<file path="src/rtl/password_fsm_if.sv">
// Keypad/switch and status-display signal bundle for the password controller.
// The controller uses the slave view; the stimulus side uses the master view.
interface password_fsm_if;
    logic [3:0] sw;
    logic       key_enter_n;
    logic       key_clear_n;
    logic [2:0] state;
    logic [1:0] fail_count;
    logic       unlock;

    modport master (
        output sw,
        output key_enter_n,
        output key_clear_n,
        input  state,
        input  fail_count,
        input  unlock
    );

    modport slave (
        input  sw,
        input  key_enter_n,
        input  key_clear_n,
        output state,
        output fail_count,
        output unlock
    );
endinterface

</file>
<file path="src/rtl/password_fsm.sv">
// Four-digit password entry controller: synchronises and debounces the keys,
// checks digits against PASSWORD, and runs the error hold and lockout timers.
module password_fsm #(
    parameter logic [15:0] PASSWORD          = 16'h1234,
    parameter int          DEBOUNCE_CYCLES   = 500000,
    parameter int          ERROR_HOLD_CYCLES = 100000000,
    parameter int          MAX_FAILS         = 3,
    parameter int          LOCKOUT_CYCLES    = 500000000
) (
    input  logic          clk,
    input  logic          rst,
    password_fsm_if.slave bus
);

    localparam int DB_W    = $clog2(DEBOUNCE_CYCLES + 1);
    localparam int TMR_MAX = (ERROR_HOLD_CYCLES > LOCKOUT_CYCLES) ? ERROR_HOLD_CYCLES : LOCKOUT_CYCLES;
    localparam int TMR_W   = $clog2(TMR_MAX + 1);

    localparam logic [DB_W-1:0]  DB_LAST  = DB_W'(DEBOUNCE_CYCLES - 1);
    localparam logic [TMR_W-1:0] ERR_LAST = TMR_W'(ERROR_HOLD_CYCLES - 1);
    localparam logic [TMR_W-1:0] LCK_LAST = TMR_W'(LOCKOUT_CYCLES - 1);
    localparam logic [2:0]       MAX_F3   = 3'(MAX_FAILS);
    localparam logic [1:0]       MAX_F2   = 2'(MAX_FAILS);

    // Codes are fixed because the display decodes them directly.
    typedef enum logic [2:0] {
        ST_S0       = 3'b000,
        ST_S1       = 3'b001,
        ST_S2       = 3'b010,
        ST_S3       = 3'b011,
        ST_UNUSED   = 3'b100,
        ST_ERROR    = 3'b101,
        ST_COMPLETE = 3'b110,
        ST_LOCKOUT  = 3'b111
    } state_t;

    function automatic logic [3:0] f_digit(input logic [1:0] idx);
        logic [3:0] d;
        case (idx)
            2'd0:    d = PASSWORD[15:12];
            2'd1:    d = PASSWORD[11:8];
            2'd2:    d = PASSWORD[7:4];
            2'd3:    d = PASSWORD[3:0];
            default: d = 4'h0;
        endcase
        return d;
    endfunction

    // Index 0 is ENTER, index 1 is CLEAR throughout the key pipeline.
    logic [3:0]      r_sw_meta;
    logic [3:0]      r_sw_sync;
    logic [1:0]      r_key_meta;
    logic [1:0]      r_key_sync;
    logic [1:0]      r_key_db;
    logic [1:0]      r_key_db_d;
    logic [1:0]      r_key_ev;
    logic [DB_W-1:0] r_db_cnt [2];

    state_t          r_state;
    state_t          w_state_nxt;
    logic            r_mismatch;
    logic            w_mismatch_nxt;
    logic [1:0]      r_fail;
    logic [1:0]      w_fail_nxt;
    logic            r_unlock;
    logic            w_unlock_nxt;
    logic [TMR_W-1:0] r_timer;
    logic [TMR_W-1:0] w_timer_nxt;

    logic            w_enter_ev;
    logic            w_clear_ev;
    logic            w_digit_bad;
    logic            w_any_bad;
    logic [2:0]      w_fail_inc;

    // Two-flop synchronisers for the switch bank and both raw keys.
    always_ff @(posedge clk or posedge rst) begin
        if (rst) begin
            r_sw_meta  <= 4'h0;
            r_sw_sync  <= 4'h0;
            r_key_meta <= 2'b11;
            r_key_sync <= 2'b11;
        end else begin
            r_sw_meta  <= bus.sw;
            r_sw_sync  <= r_sw_meta;
            r_key_meta <= {bus.key_clear_n, bus.key_enter_n};
            r_key_sync <= r_key_meta;
        end
    end

    // Debounce each key and register a one-cycle pulse on each debounced 1->0.
    always_ff @(posedge clk or posedge rst) begin
        if (rst) begin
            r_key_db   <= 2'b11;
            r_key_db_d <= 2'b11;
            r_key_ev   <= 2'b00;
            for (int i = 0; i < 2; i++) begin
                r_db_cnt[i] <= {DB_W{1'b0}};
            end
        end else begin
            for (int i = 0; i < 2; i++) begin
                if (r_key_sync[i] == r_key_db[i]) begin
                    r_db_cnt[i] <= {DB_W{1'b0}};
                end else if (r_db_cnt[i] == DB_LAST) begin
                    r_key_db[i] <= r_key_sync[i];
                    r_db_cnt[i] <= {DB_W{1'b0}};
                end else begin
                    r_db_cnt[i] <= r_db_cnt[i] + DB_W'(1);
                end
            end
            r_key_db_d <= r_key_db;
            r_key_ev   <= r_key_db_d & ~r_key_db;
        end
    end

    // CLEAR outranks ENTER, so a coincident ENTER is dropped here.
    assign w_clear_ev  = r_key_ev[1];
    assign w_enter_ev  = r_key_ev[0] & ~r_key_ev[1];
    assign w_digit_bad = (r_sw_sync != f_digit(r_state[1:0]));
    assign w_any_bad   = r_mismatch | w_digit_bad;
    assign w_fail_inc  = {1'b0, r_fail} + 3'd1;

    // Next-state, flag, counter and output decode.
    always_comb begin
        w_state_nxt    = r_state;
        w_mismatch_nxt = r_mismatch;
        w_fail_nxt     = r_fail;
        w_unlock_nxt   = 1'b0;
        w_timer_nxt    = {TMR_W{1'b0}};

        case (r_state)
            ST_S0: begin
                if (w_enter_ev) begin
                    w_mismatch_nxt = w_any_bad;
                    w_state_nxt    = ST_S1;
                end else begin
                    w_state_nxt    = ST_S0;
                end
            end
            ST_S1, ST_S2: begin
                if (w_clear_ev) begin
                    w_mismatch_nxt = 1'b0;
                    w_state_nxt    = ST_S0;
                end else if (w_enter_ev) begin
                    w_mismatch_nxt = w_any_bad;
                    w_state_nxt    = (r_state == ST_S1) ? ST_S2 : ST_S3;
                end else begin
                    w_state_nxt    = r_state;
                end
            end
            ST_S3: begin
                if (w_clear_ev) begin
                    w_mismatch_nxt = 1'b0;
                    w_state_nxt    = ST_S0;
                end else if (w_enter_ev) begin
                    w_mismatch_nxt = 1'b0;
                    if (!w_any_bad) begin
                        w_state_nxt  = ST_COMPLETE;
                        w_unlock_nxt = 1'b1;
                        w_fail_nxt   = 2'd0;
                    end else if (w_fail_inc < MAX_F3) begin
                        w_state_nxt  = ST_ERROR;
                        w_fail_nxt   = w_fail_inc[1:0];
                    end else begin
                        w_state_nxt  = ST_LOCKOUT;
                        w_fail_nxt   = MAX_F2;
                    end
                end else begin
                    w_state_nxt    = ST_S3;
                end
            end
            ST_ERROR: begin
                if (r_timer == ERR_LAST) begin
                    w_state_nxt = ST_S0;
                end else begin
                    w_state_nxt = ST_ERROR;
                    w_timer_nxt = r_timer + TMR_W'(1);
                end
            end
            ST_LOCKOUT: begin
                if (r_timer == LCK_LAST) begin
                    w_state_nxt = ST_S0;
                    w_fail_nxt  = 2'd0;
                end else begin
                    w_state_nxt = ST_LOCKOUT;
                    w_timer_nxt = r_timer + TMR_W'(1);
                end
            end
            ST_COMPLETE: begin
                if (w_clear_ev) begin
                    w_state_nxt = ST_S0;
                end else begin
                    w_state_nxt = ST_COMPLETE;
                end
            end
            default: begin
                w_state_nxt    = ST_S0;
                w_mismatch_nxt = 1'b0;
            end
        endcase
    end

    // State register plus the registered status outputs.
    always_ff @(posedge clk or posedge rst) begin
        if (rst) begin
            r_state    <= ST_S0;
            r_mismatch <= 1'b0;
            r_fail     <= 2'd0;
            r_unlock   <= 1'b0;
            r_timer    <= {TMR_W{1'b0}};
        end else begin
            r_state    <= w_state_nxt;
            r_mismatch <= w_mismatch_nxt;
            r_fail     <= w_fail_nxt;
            r_unlock   <= w_unlock_nxt;
            r_timer    <= w_timer_nxt;
        end
    end

    assign bus.state      = r_state;
    assign bus.fail_count = r_fail;
    assign bus.unlock     = r_unlock;

endmodule

</file>
<file path="src/flat_wrapper.sv">
// flat-port wrapper written by rule: the top's interface ports become plain ports
module password_fsm_flat 
#(
    parameter logic [15:0] PASSWORD          = 16'h1234,
    parameter int          DEBOUNCE_CYCLES   = 500000,
    parameter int          ERROR_HOLD_CYCLES = 100000000,
    parameter int          MAX_FAILS         = 3,
    parameter int          LOCKOUT_CYCLES    = 500000000
)
  (clk, rst, bus_sw, bus_key_enter_n, bus_key_clear_n, bus_state, bus_fail_count, bus_unlock);
  password_fsm_if bus_i ();
  input  logic clk;
  input  logic rst;
  input wire logic [$bits(bus_i.sw)-1:0] bus_sw;
  input wire logic [$bits(bus_i.key_enter_n)-1:0] bus_key_enter_n;
  input wire logic [$bits(bus_i.key_clear_n)-1:0] bus_key_clear_n;
  output wire logic [$bits(bus_i.state)-1:0] bus_state;
  output wire logic [$bits(bus_i.fail_count)-1:0] bus_fail_count;
  output wire logic [$bits(bus_i.unlock)-1:0] bus_unlock;
  assign bus_i.sw = bus_sw;
  assign bus_i.key_enter_n = bus_key_enter_n;
  assign bus_i.key_clear_n = bus_key_clear_n;
  assign bus_state = bus_i.state;
  assign bus_fail_count = bus_i.fail_count;
  assign bus_unlock = bus_i.unlock;
  password_fsm #(.PASSWORD(PASSWORD), .DEBOUNCE_CYCLES(DEBOUNCE_CYCLES), .ERROR_HOLD_CYCLES(ERROR_HOLD_CYCLES), .MAX_FAILS(MAX_FAILS), .LOCKOUT_CYCLES(LOCKOUT_CYCLES)) u_core (.clk(clk), .rst(rst), .bus(bus_i));
endmodule
</file>
<file path="config.mk">
export PLATFORM = sky130hd
export DESIGN_NAME = password_fsm_flat
export DESIGN_NICKNAME = d
export VERILOG_FILES = /design/src/rtl/password_fsm_if.sv /design/src/rtl/password_fsm.sv /design/src/flat_wrapper.sv
export SDC_FILE = /design/constraint.sdc
export NUM_CORES = 1
export LEC_CHECK = 0
export ABC_AREA = 1
export BUFFER_PORTS_ARGS = -buffer_cell sky130_fd_sc_hd__buf_2
export CAP_MARGIN = 20
export CORE_ASPECT_RATIO = 1.5
export CORE_MARGIN = 4
export CORE_UTILIZATION = 56
export CTS_BUF_LIST = sky130_fd_sc_hd__clkbuf_16
export DETAILED_ROUTE_END_ITERATION = 10
export GPL_ROUTABILITY_DRIVEN = 0
export PLACE_DENSITY = 0.76
export SETUP_SLACK_MARGIN = 0.15
export SLEW_MARGIN = 20
export SYNTH_ARGS = -nofsm -noshare
export SYNTH_HDL_FRONTEND = slang
export SYNTH_SLANG_ARGS = --single-unit
</file>
<file path="constraint.sdc">
create_clock -name clk -period 2.35 [get_ports clk]
set_clock_uncertainty 0.2 [all_clocks]
set_input_delay 0 -clock clk [delete_from_list [all_inputs] [get_ports clk]]
set_output_delay 0 -clock clk [all_outputs]
set_load 0.03 [all_outputs]
</file>
Word-level counts from Yosys, hierarchy flattened. Cells that the tools add are included.

Add/sub/neg operators: 4. Order comparisons: 1. Eq/ne operators: 21. Muxes and demuxes: 35. Bitwise logic cells: 8. Reductions and logical operators: 9.

Operators with widths (number): 2-to-1 mux 19 bit (4); 2-to-1 mux 29 bit (2); case mux 29 bit (2 select lines) (1); adder 19 x 1 -> 19 bit, second input constant (2); == test 19 bit, second input constant (2); adder 29 x 1 -> 29 bit, second input constant (1); == test 29 x 27 -> 1 bit, second input constant (1); == test 29 bit, second input constant (1); 2-to-1 mux 3 bit (8); case mux 3 bit (6 select lines) (1); case mux 4 bit (4 select lines) (1); 2-to-1 mux 2 bit (6); 2-to-1 mux 1 bit (10); == test 3 bit, second input constant (3); == test 3 x 2 -> 1 bit, second input constant (2); != test 3 x 1 -> 1 bit, second input constant (2); AND reduction 2 bit (3); == test 2 bit, second input constant (2); != test 2 x 1 -> 1 bit, second input constant (2); != test 4 bit (1); inverter 1 bit (4); case mux 1 bit (4 select lines) (1); case mux 2 bit (2 select lines) (1); AND reduction 4 bit (1); other kinds (15) (16).

Flip-flop bits (word level): 92. Bits of input ports: 8. Output and inout bits: 6. Word-level logic and storage cells: 93.

Depth between registers and ports, before layout. Gate-level depths: netlist of run 1.

Depth in word-level cells: 8. Mapped depth: 12. Gate-level depth less buffers: 12.

Worst setup path before layout of run 1. Ideal clock, no wire load.

Path kind: reg2reg. Start point: reg u_core.r_state[0] (netlist: u_core.bus.state[0]). End point: reg u_core.r_state[0] (netlist: u_core.bus.state[0]). Library setup time: 0.117 ns. Arrival: 1.575 ns. Setup slack: 0.458 ns. Cell stages (with the launch flop): 11. Period minus slack after synthesis: 1.892 ns. Path through: dfrtp_1 -> inv_1 -> ha_1 -> nand2_1 -> nand3_1 -> nor2_1 -> nand3_1 -> nand2_1 -> nand4_1 -> nand2_1 -> nand2_1.

Cells in the longest elaborated chain, start to end: 8.

Ends and longest elaborated chain: start, declared (RTL line password_fsm.sv:59) `state_t r_state;`; start signal, assigned (RTL line password_fsm.sv:212) `r_state <= w_state_nxt;`; == test 2 bit, or another cell as far along (RTL line password_fsm.sv:39) `case (idx)`; case mux 4 bit (4 select lines) (RTL line password_fsm.sv:39); != test 4 bit (RTL line password_fsm.sv:119) `assign w_digit_bad = (r_sw_sync != f_digit(r_state[1:0]));`; OR 1 bit (RTL line password_fsm.sv:120) `assign w_any_bad = r_mismatch | w_digit_bad;`; 2-to-1 mux 3 bit (RTL line password_fsm.sv:157) `if (!w_any_bad) begin`; 2-to-1 mux 3 bit (RTL line password_fsm.sv:155) `end else if (w_enter_ev) begin`; 2-to-1 mux 3 bit (RTL line password_fsm.sv:152) `if (w_clear_ev) begin`; case mux 3 bit (6 select lines) (RTL line password_fsm.sv:131) `case (r_state)`.

Several ways; a longest one is shown, not always the timed one. The select of a mux whose other input is x is not followed. A chain may end at the register's enable or synchronous reset.

Worst setup path after layout of run 1.
Start point: reg u_core.r_timer[0]. End point: reg u_core.r_timer[27].

Cells in the longest elaborated chain, start to end: 3.

Ends and longest elaborated chain: start, declared (RTL line password_fsm.sv:67) `logic [TMR_W-1:0] r_timer;`; start signal, assigned (RTL line password_fsm.sv:210) `r_timer <= {TMR_W{1'b0}};`; start signal, assigned (RTL line password_fsm.sv:216) `r_timer <= w_timer_nxt;`; adder 29 x 1 -> 29 bit, or another cell as far along (RTL line password_fsm.sv:177, password_fsm.sv:186); 2-to-1 mux 29 bit, on equally long branches (RTL line password_fsm.sv:181, password_fsm.sv:173); case mux 29 bit (2 select lines) * (RTL line password_fsm.sv:131); via u_core.w_timer_nxt[27] (RTL line password_fsm.sv:68) `logic [TMR_W-1:0] w_timer_nxt;`.

Mark *: on every way through the listed nets, which the timed path passes. The rest lies on a longest branch.

==> out/results.ini, run 1 <==
[critical_path]
startpoint=u_core.r_timer[0]
ff2ff_setup_slack_ns=0.37
crit_end=u_core.r_timer[27]
cp_top_family=simple AND/OR/NAND/NOR gates
r2r-start=u_core.r_timer[0]
cp.depth=9
cp-end-kind=register
cp-start-kind=register
critical_path_class=register to register
worstReg2RegEnd=u_core.r_timer[27]
crit_path_top_delay_cell=dfrtp_1
crit_path_frequent_cell=nor2_1
r2r_cells=9
cp_num_buf_inv=0
crit_required_ns=2.38
cpPeakStageDelay_ns=0.37
path_max_fanout=4
critical_path_arrival_ns=2.02
crit_chain=nand3_1 > nor2_1 > nand2_1 > nor2_4 > nand2_2 > nor2_4 > nand2_1 > nor2_1 > nor2_1

[clock_network]
clock-sinks=92
numCtsBuffers=9
root_buffer=clkbuf_16
h-tree-depth=3
clk_pin_slew_ns=0.06
cts_tree=done
clock_latency_ns=0.35
postCtsSetupRepairBufs=0
clock_tree.buffer_depth=2

[place]
port_buffers=13
pre_cts_slack_ns=0.267
placed_area_um2=5190
hpwl_um=7720

[layout]
multi_input_area_um2=2300
syn_to_final_growth_pct=12.0
fillers=729
seq_area_um2=2310
diodes=0
layout_commonest_cell=nor2_1
fin_nets=683
fin_area_um2=5570
final_cell_mix=nor2_1 (132), nand2_1 (130), dfrtp_1 (84)
layout-drive-gt1-share_pct=10.7

[routing]
wirelength_um=10400
drt_iter0_markers=207
ant_nets=0
avgRoutedWirePerCell_um=13.4
via_per_inst=5.27
route.vias.total=4102
route.detailed.drc=0
first_pass_iters=5

[power_and_ir_drop]
ir_drop_mv=0.552
p_leak_nw=2.39
powerDensity_nw_per_um2=574

[synthesis]
synth_edf_count=0
synth_top_area_cell=dfrtp_1
netlist_area_um2=4970
ys_ff_latch=92
async_flop_share_pct=100
synthDistinctLibCells=37
ys.flop_type=dfrtp_1
yosysWarningCount=0
synthCells=634
synth_top_area_share_pct=42.3
ys_seq_area_share_pct=46.5
syn-num-nets=651
synth_area_per_cell_um2=7.84
synthTopCellsByArea=dfrtp_1 (42%), nor2_1 (10%), nand2_1 (9.8%)

[timing]
hold_viol=0
final_max_slew_viol_count=0
period_share_pct=84.4
setup_ws_ns=0.366
clock.fmax_mhz=504
worst_slew_pin_slew_ns=0.723
slew_headroom_pct=51.4
tns_ns=0
setup_viol=0
period_needed_ns=1.98
rsz0062_at_grt=false

[run]
cap_violations=0

[floorplanning]
std_cell_rows=41
core_area_um2=8520
die-width_um=84.9
die_height_um=123
ios=14
dieArea_um2=10500
initial_utilization_pct=58.3

[grt]
grt-ovfl-total=0
grt_usage_pct=21.8
antenna_found_initial=0
grt_max_degree=42
grt_pass1_wl_um=18000
grt_pass1_vias=4113

[worst_hold_path]
min_path_type=primary input to register

[outcome]
run_status=completed

repair_timing:
action / 4_1_cts / 5_1_grt
endpoints found under the hold margin: 33 / 0
setup endpoints to repair: 0 / 24
gates resized for setup: 0 / 3
hold buffers: 7 / 0
cells in the mapped netlist (3+ instances only):
cell,instances
xnor2_1,8
nand4_1,19
xor2_1,20
nor2_1,133
nand3_1,37
nand3b_1,3
nor3b_1,6
nand2_2,7
nor2_4,9
inv_2,6
o21ai_0,11
a21oi_1,16
a31oi_1,4
dfrtp_1,84
nor3_1,19
dfstp_2,8
nand2_1,130
inv_1,79
nor3_2,3
ha_1,9
area by class of cell:
cell class	instances	share of cell area, %
Clock buffer	9	4.05
Clock inverter	7	1.42
Inverter	87	5.98
Multi-Input combinational cell	452	41.4
Sequential cell	92	41.5
Tap cell	107	2.41
Timing Repair Buffer	24	3.19
cell families (layout without fill, tap and decap cells):
logic type	after synthesis	after routing	synth area share (%)
compound gates	39	39	4.46
xor+xnor	28	28	4.94
fa+ha+maj	9	9	2.27
buf+inv	90	127	7.13
flops	92	92	46.5
mux	1	1	0.227
simple gates	375	375	34.4
how the worst min path moves through the flow:
stage                     from              endpoint  cells past startpoint
2_1_floorplan  bus_key_enter_n  u_core.r_key_meta[0]                      0
3_3_place_gp   bus_key_enter_n  u_core.r_key_meta[0]                      1
3_5_place_dp   bus_key_enter_n  u_core.r_key_meta[0]                      1
4_1_cts              bus_sw[3]   u_core.r_sw_meta[3]                      2
5_1_grt              bus_sw[0]   u_core.r_sw_meta[0]                      2
6_report             bus_sw[0]   u_core.r_sw_meta[0]                      2
flip-flops by register name, summed over array words and instances (netlist names):
register	flops
u_core.r_db_cnt	38
u_core.r_timer	29
u_core.r_sw_meta	4
u_core.r_sw_sync	4
u_core.bus.state	3
u_core.bus.fail_count	2
u_core.r_key_db	2
u_core.r_key_db_d	2
u_core.r_key_ev	2
u_core.r_key_meta	2
u_core.r_key_sync	2
u_core.bus.unlock	1
u_core.r_mismatch	1
metal layers:
layer	wire, um	global-route usage [%]
met1	4190	24.5
met2	5370	38.3
met3	288	2.47
met4	573	15.5
met5	0	0
stage by stage:
stage	power [mW]	hold WS, ns	util [%]	std cells
3_3_place_gp	1.72	-0.0937	60.9	755
5_1_grt	3.29	0.103	65.4	778
6_report	3.19	0.0935	65.4	778
4_1_cts	3.21	0.0871	65.3	778
3_5_place_dp	1.73	-0.0930	60.9	755
2_1_floorplan	1.70	-0.196	-	634
report_power, final:
group,leakage (nW),internal (mW),switching (mW)
Combinational,0.994,0.0293,0.0596
Clock,0.162,0.913,0.576
Sequential,1.23,1.61,0.0100
Power figures use the tool's default switching activity.
==> inputs of run 2 (changes only) <==
--- a/config.mk
+++ b/config.mk
@@ -5,7 +5,7 @@
 export SDC_FILE = /design/constraint.sdc
 export NUM_CORES = 1
 export LEC_CHECK = 0
-export ABC_AREA = 1
+export ABC_AREA = 0
 export BUFFER_PORTS_ARGS = -buffer_cell sky130_fd_sc_hd__buf_2
 export CAP_MARGIN = 20
 export CORE_ASPECT_RATIO = 1.5
==> constraint.sdc (replaced) <==
create_clock -name clk -period 1.7 [get_ports clk]
set_clock_uncertainty 0.2 [all_clocks]
set_input_delay 0 -clock clk [delete_from_list [all_inputs] [get_ports clk]]
set_output_delay 0 -clock clk [all_outputs]
set_load 0.03 [all_outputs]
==> run 2 against run 1 <==
  * The run now ends with negative setup slack left
  * Die area shrank 9.2%
  * Sequential power up 38%
  * Hold slack worse by 0.0073 ns
  * Worst setup slack worse by 1.2 ns
  * Combinational power grew to 2.8 times the previous value
  * Routed wire length grew 75%
  * Power is 46% higher
  * Clock power grew 45%
  * Clock-buffer cell count unchanged
  * Synthesized cell count decreased by 29%
  * Via count rose by 13%
  * Final cell count fell by 9.5%
  * Largest cell class is now multi-input combinational cells
  * Highest routed layer is now met5
==> out/results.ini, run 2 <==
[outcome]
run_status=finished with violations
failed_checks=negative setup slack

[power_and_ir_drop]
power_frac_clock_pct=46.5
swShare_pct=24.8
ir_drop_mv=0.923
p_leak_nw=2.85
seq_power_share_pct=48.1
p_sw_mw=1.15
powerDensity_nw_per_um2=686
internal-power_mw=3.49
finalPower_mw=4.65
p_comb_share_pct=5.4

[synthesis]
synth_top_area_share_pct=47.0
ys_ff_latch=92
syn-num-nets=464
yosysWarningCount=0
synthCells=447
synthTopCellsByArea=dfrtp_1 (47%), xnor2_1 (7.2%), nor2_1 (7.1%)
synth_edf_count=0
ys.flop_type=dfrtp_1
synth_top_area_cell=dfrtp_1
synth_common_cells=nor2_1 (85), dfrtp_1 (84), xnor2_1 (37)
netlist_area_um2=4470
synth_area_per_cell_um2=10.0
synth.most_common_cell=nor2_1
async_flop_share_pct=100
ys_seq_area_share_pct=51.7
synthDistinctLibCells=44

[clock_network]
clock_tree.buffer_depth=2
cts_tree=done
numCtsBuffers=9
clock-sinks=92
h-tree-depth=3
root_buffer=clkbuf_16
clock_latency_ns=0.36
clk_pin_slew_ns=0.08

[routing]
via_per_inst=6.58
drt_iter0_markers=517
route.vias.total=4633
route.detailed.drc=0
first_pass_iters=7
avgRoutedWirePerCell_um=25.9
ant_nets=0
wirelength_um=18200

[timing]
setup_ws_ns=-0.841
period_share_pct=149
hold_viol=0
clock.fmax_mhz=394
slew_headroom_pct=58.0
rsz0062_at_grt=true
final_max_slew_viol_count=0
worst_slew_pin_slew_ns=0.625
setup_viol=70
period_needed_ns=2.54

[layout]
fin_area_um2=6780
reg_top3=u_core.r_db_cnt (38), u_core.r_timer (29)
layout-drive-gt1-share_pct=47.3
diodes=0
final_cells=704
syn_to_final_growth_pct=51.5
layout_commonest_cell=buf_4
final_cell_mix=buf_4 (108), dfrtp_1 (81), nor2_1 (37)
post-route-util_pct=87.9
fin_nets=614
largest_reg_flops=38
top_register=u_core.r_db_cnt

[grt]
antenna_found_initial=1
grt_usage_pct=29.4
grt_pass1_vias=4356
grt_max_degree=93
grt_pass1_wl_um=21600
grt-ovfl-total=0

[critical_path]
crit_path_top_delay_cell=or4_4
ff2ff_setup_slack_ns=-0.84
critical_path_arrival_ns=2.57
r2r-start=u_core.r_timer[25]
cpPeakStageDelay_ns=0.59
cp_num_buf_inv=2
cp-end-kind=register
path_max_fanout=7
crit_chain=or4b_4 > or4_4 > a32oi_4 > buf_4 > buf_16 > nor2_1
crit_end=u_core.r_timer[21]
startpoint=u_core.r_timer[25]
critical_path_class=register to register
crit_required_ns=1.73
worstReg2RegEnd=u_core.r_timer[21]
cp-start-kind=register
cp_top_family=simple AND/OR/NAND/NOR gates
r2r_cells=6
cp.depth=6

[place]
port_buffers=13
placed_area_um2=5380
hpwl_um=6580
dpl.cell_count=641

[floorplanning]
ios=14
initial_utilization_pct=58.0
core_area_um2=7710
std_cell_rows=39
dieArea_um2=9510
die-width_um=81.0
die_height_um=117

[worst_hold_path]
min_from=bus_sw[2]
min_path_type=primary input to register

[run]
cap_violations=0

run 2: cell types whose count changed in the layout (fill, tap and decap cells not counted), sizes merged, moves of 10 or more:
cell,previous run,this run
inv,88,16
xnor2,8,37
nor2,144,95
buf,17,137
nand2,139,31
nor4,3,13
nor3,23,13
nand3,37,26
run 2: what timing repair did:
item	in CTS	in global routing
hold buffers	7	0
endpoints found under the hold margin	98	0
buffers inserted	21	10
setup endpoints to repair	76	76
pin swaps	28	45
gates resized for setup	69	83
gates cloned	6	3
run 2: kinds of logic (layout without fill, tap and decap cells):
| logic type | count (synthesis) | after routing | synth area share [%] |
|---|---|---|---|
| adder cells (fa/ha/maj) | 9 | 9 | 2.52 |
| AND/OR/NAND/NOR | 228 | 231 | 25.4 |
| multiplexers | 3 | 3 | 0.727 |
| AO/OA/AOI/OAI | 23 | 23 | 4.03 |
| flip-flops | 92 | 92 | 51.7 |
| buffers and inverters | 26 | 178 | 2.68 |
| XOR/XNOR | 66 | 66 | 12.9 |
run 2: worst min path at each step:
stage / slack (ns) / to / cells past startpoint
CTS: 0.09 / u_core.r_sw_meta[1] / 2
finish: 0.09 / u_core.r_sw_meta[2] / 2
floorplan: -0.20 / u_core.r_key_meta[0] / 0
global placement: -0.09 / u_core.r_key_meta[0] / 1
detailed placement: -0.09 / u_core.r_key_meta[1] / 1
global route: 0.1 / u_core.r_sw_meta[2] / 2
run 2: power groups by stage:
stage                     Sequential [mW]  Combinational (mW)  Clock (mW)
after floorplan                      2.28              0.0831           0
after global placement               2.27               0.128           0
after detailed placement             2.27               0.131           0
after CTS                            2.23               0.181        2.10
after global routing                 2.24               0.266        2.24
final                                2.24               0.249        2.16
run 2: layout make-up:
cell class | count | area [um^2]
Tap cell | 102 | 128
Timing Repair Buffer | 147 | 1280
Clock buffer | 9 | 225
Fill cell | 334 | 933
Multi-Input combinational cell | 332 | 2680
Sequential cell | 92 | 2320
Clock inverter | 7 | 83.8
Inverter | 15 | 60.1
run 2: metal layers:
layer | vias to the layer above | part of all wire [%] | global-route usage [%]
li1 | 1829 | - | -
met1 | 2249 | 31 | 33.5
met2 | 406 | 52 | 50.4
met3 | 147 | 8.9 | 6.43
met4 | 2 | 7.7 | 15.1
met5 | - | 0.071 | 0
run 2: metrics by stage:
step | setup slack (ns) | hold WS (ns) | TNS (ns)
3_3_place_gp | -0.650 | -0.0938 | -20.82
3_5_place_dp | -0.691 | -0.0937 | -22.12
4_1_cts | -0.693 | 0.0908 | -23.05
2_1_floorplan | -0.641 | -0.196 | -21.18
5_1_grt | -0.853 | 0.0963 | -33.85
6_report | -0.841 | 0.0862 | -32.38
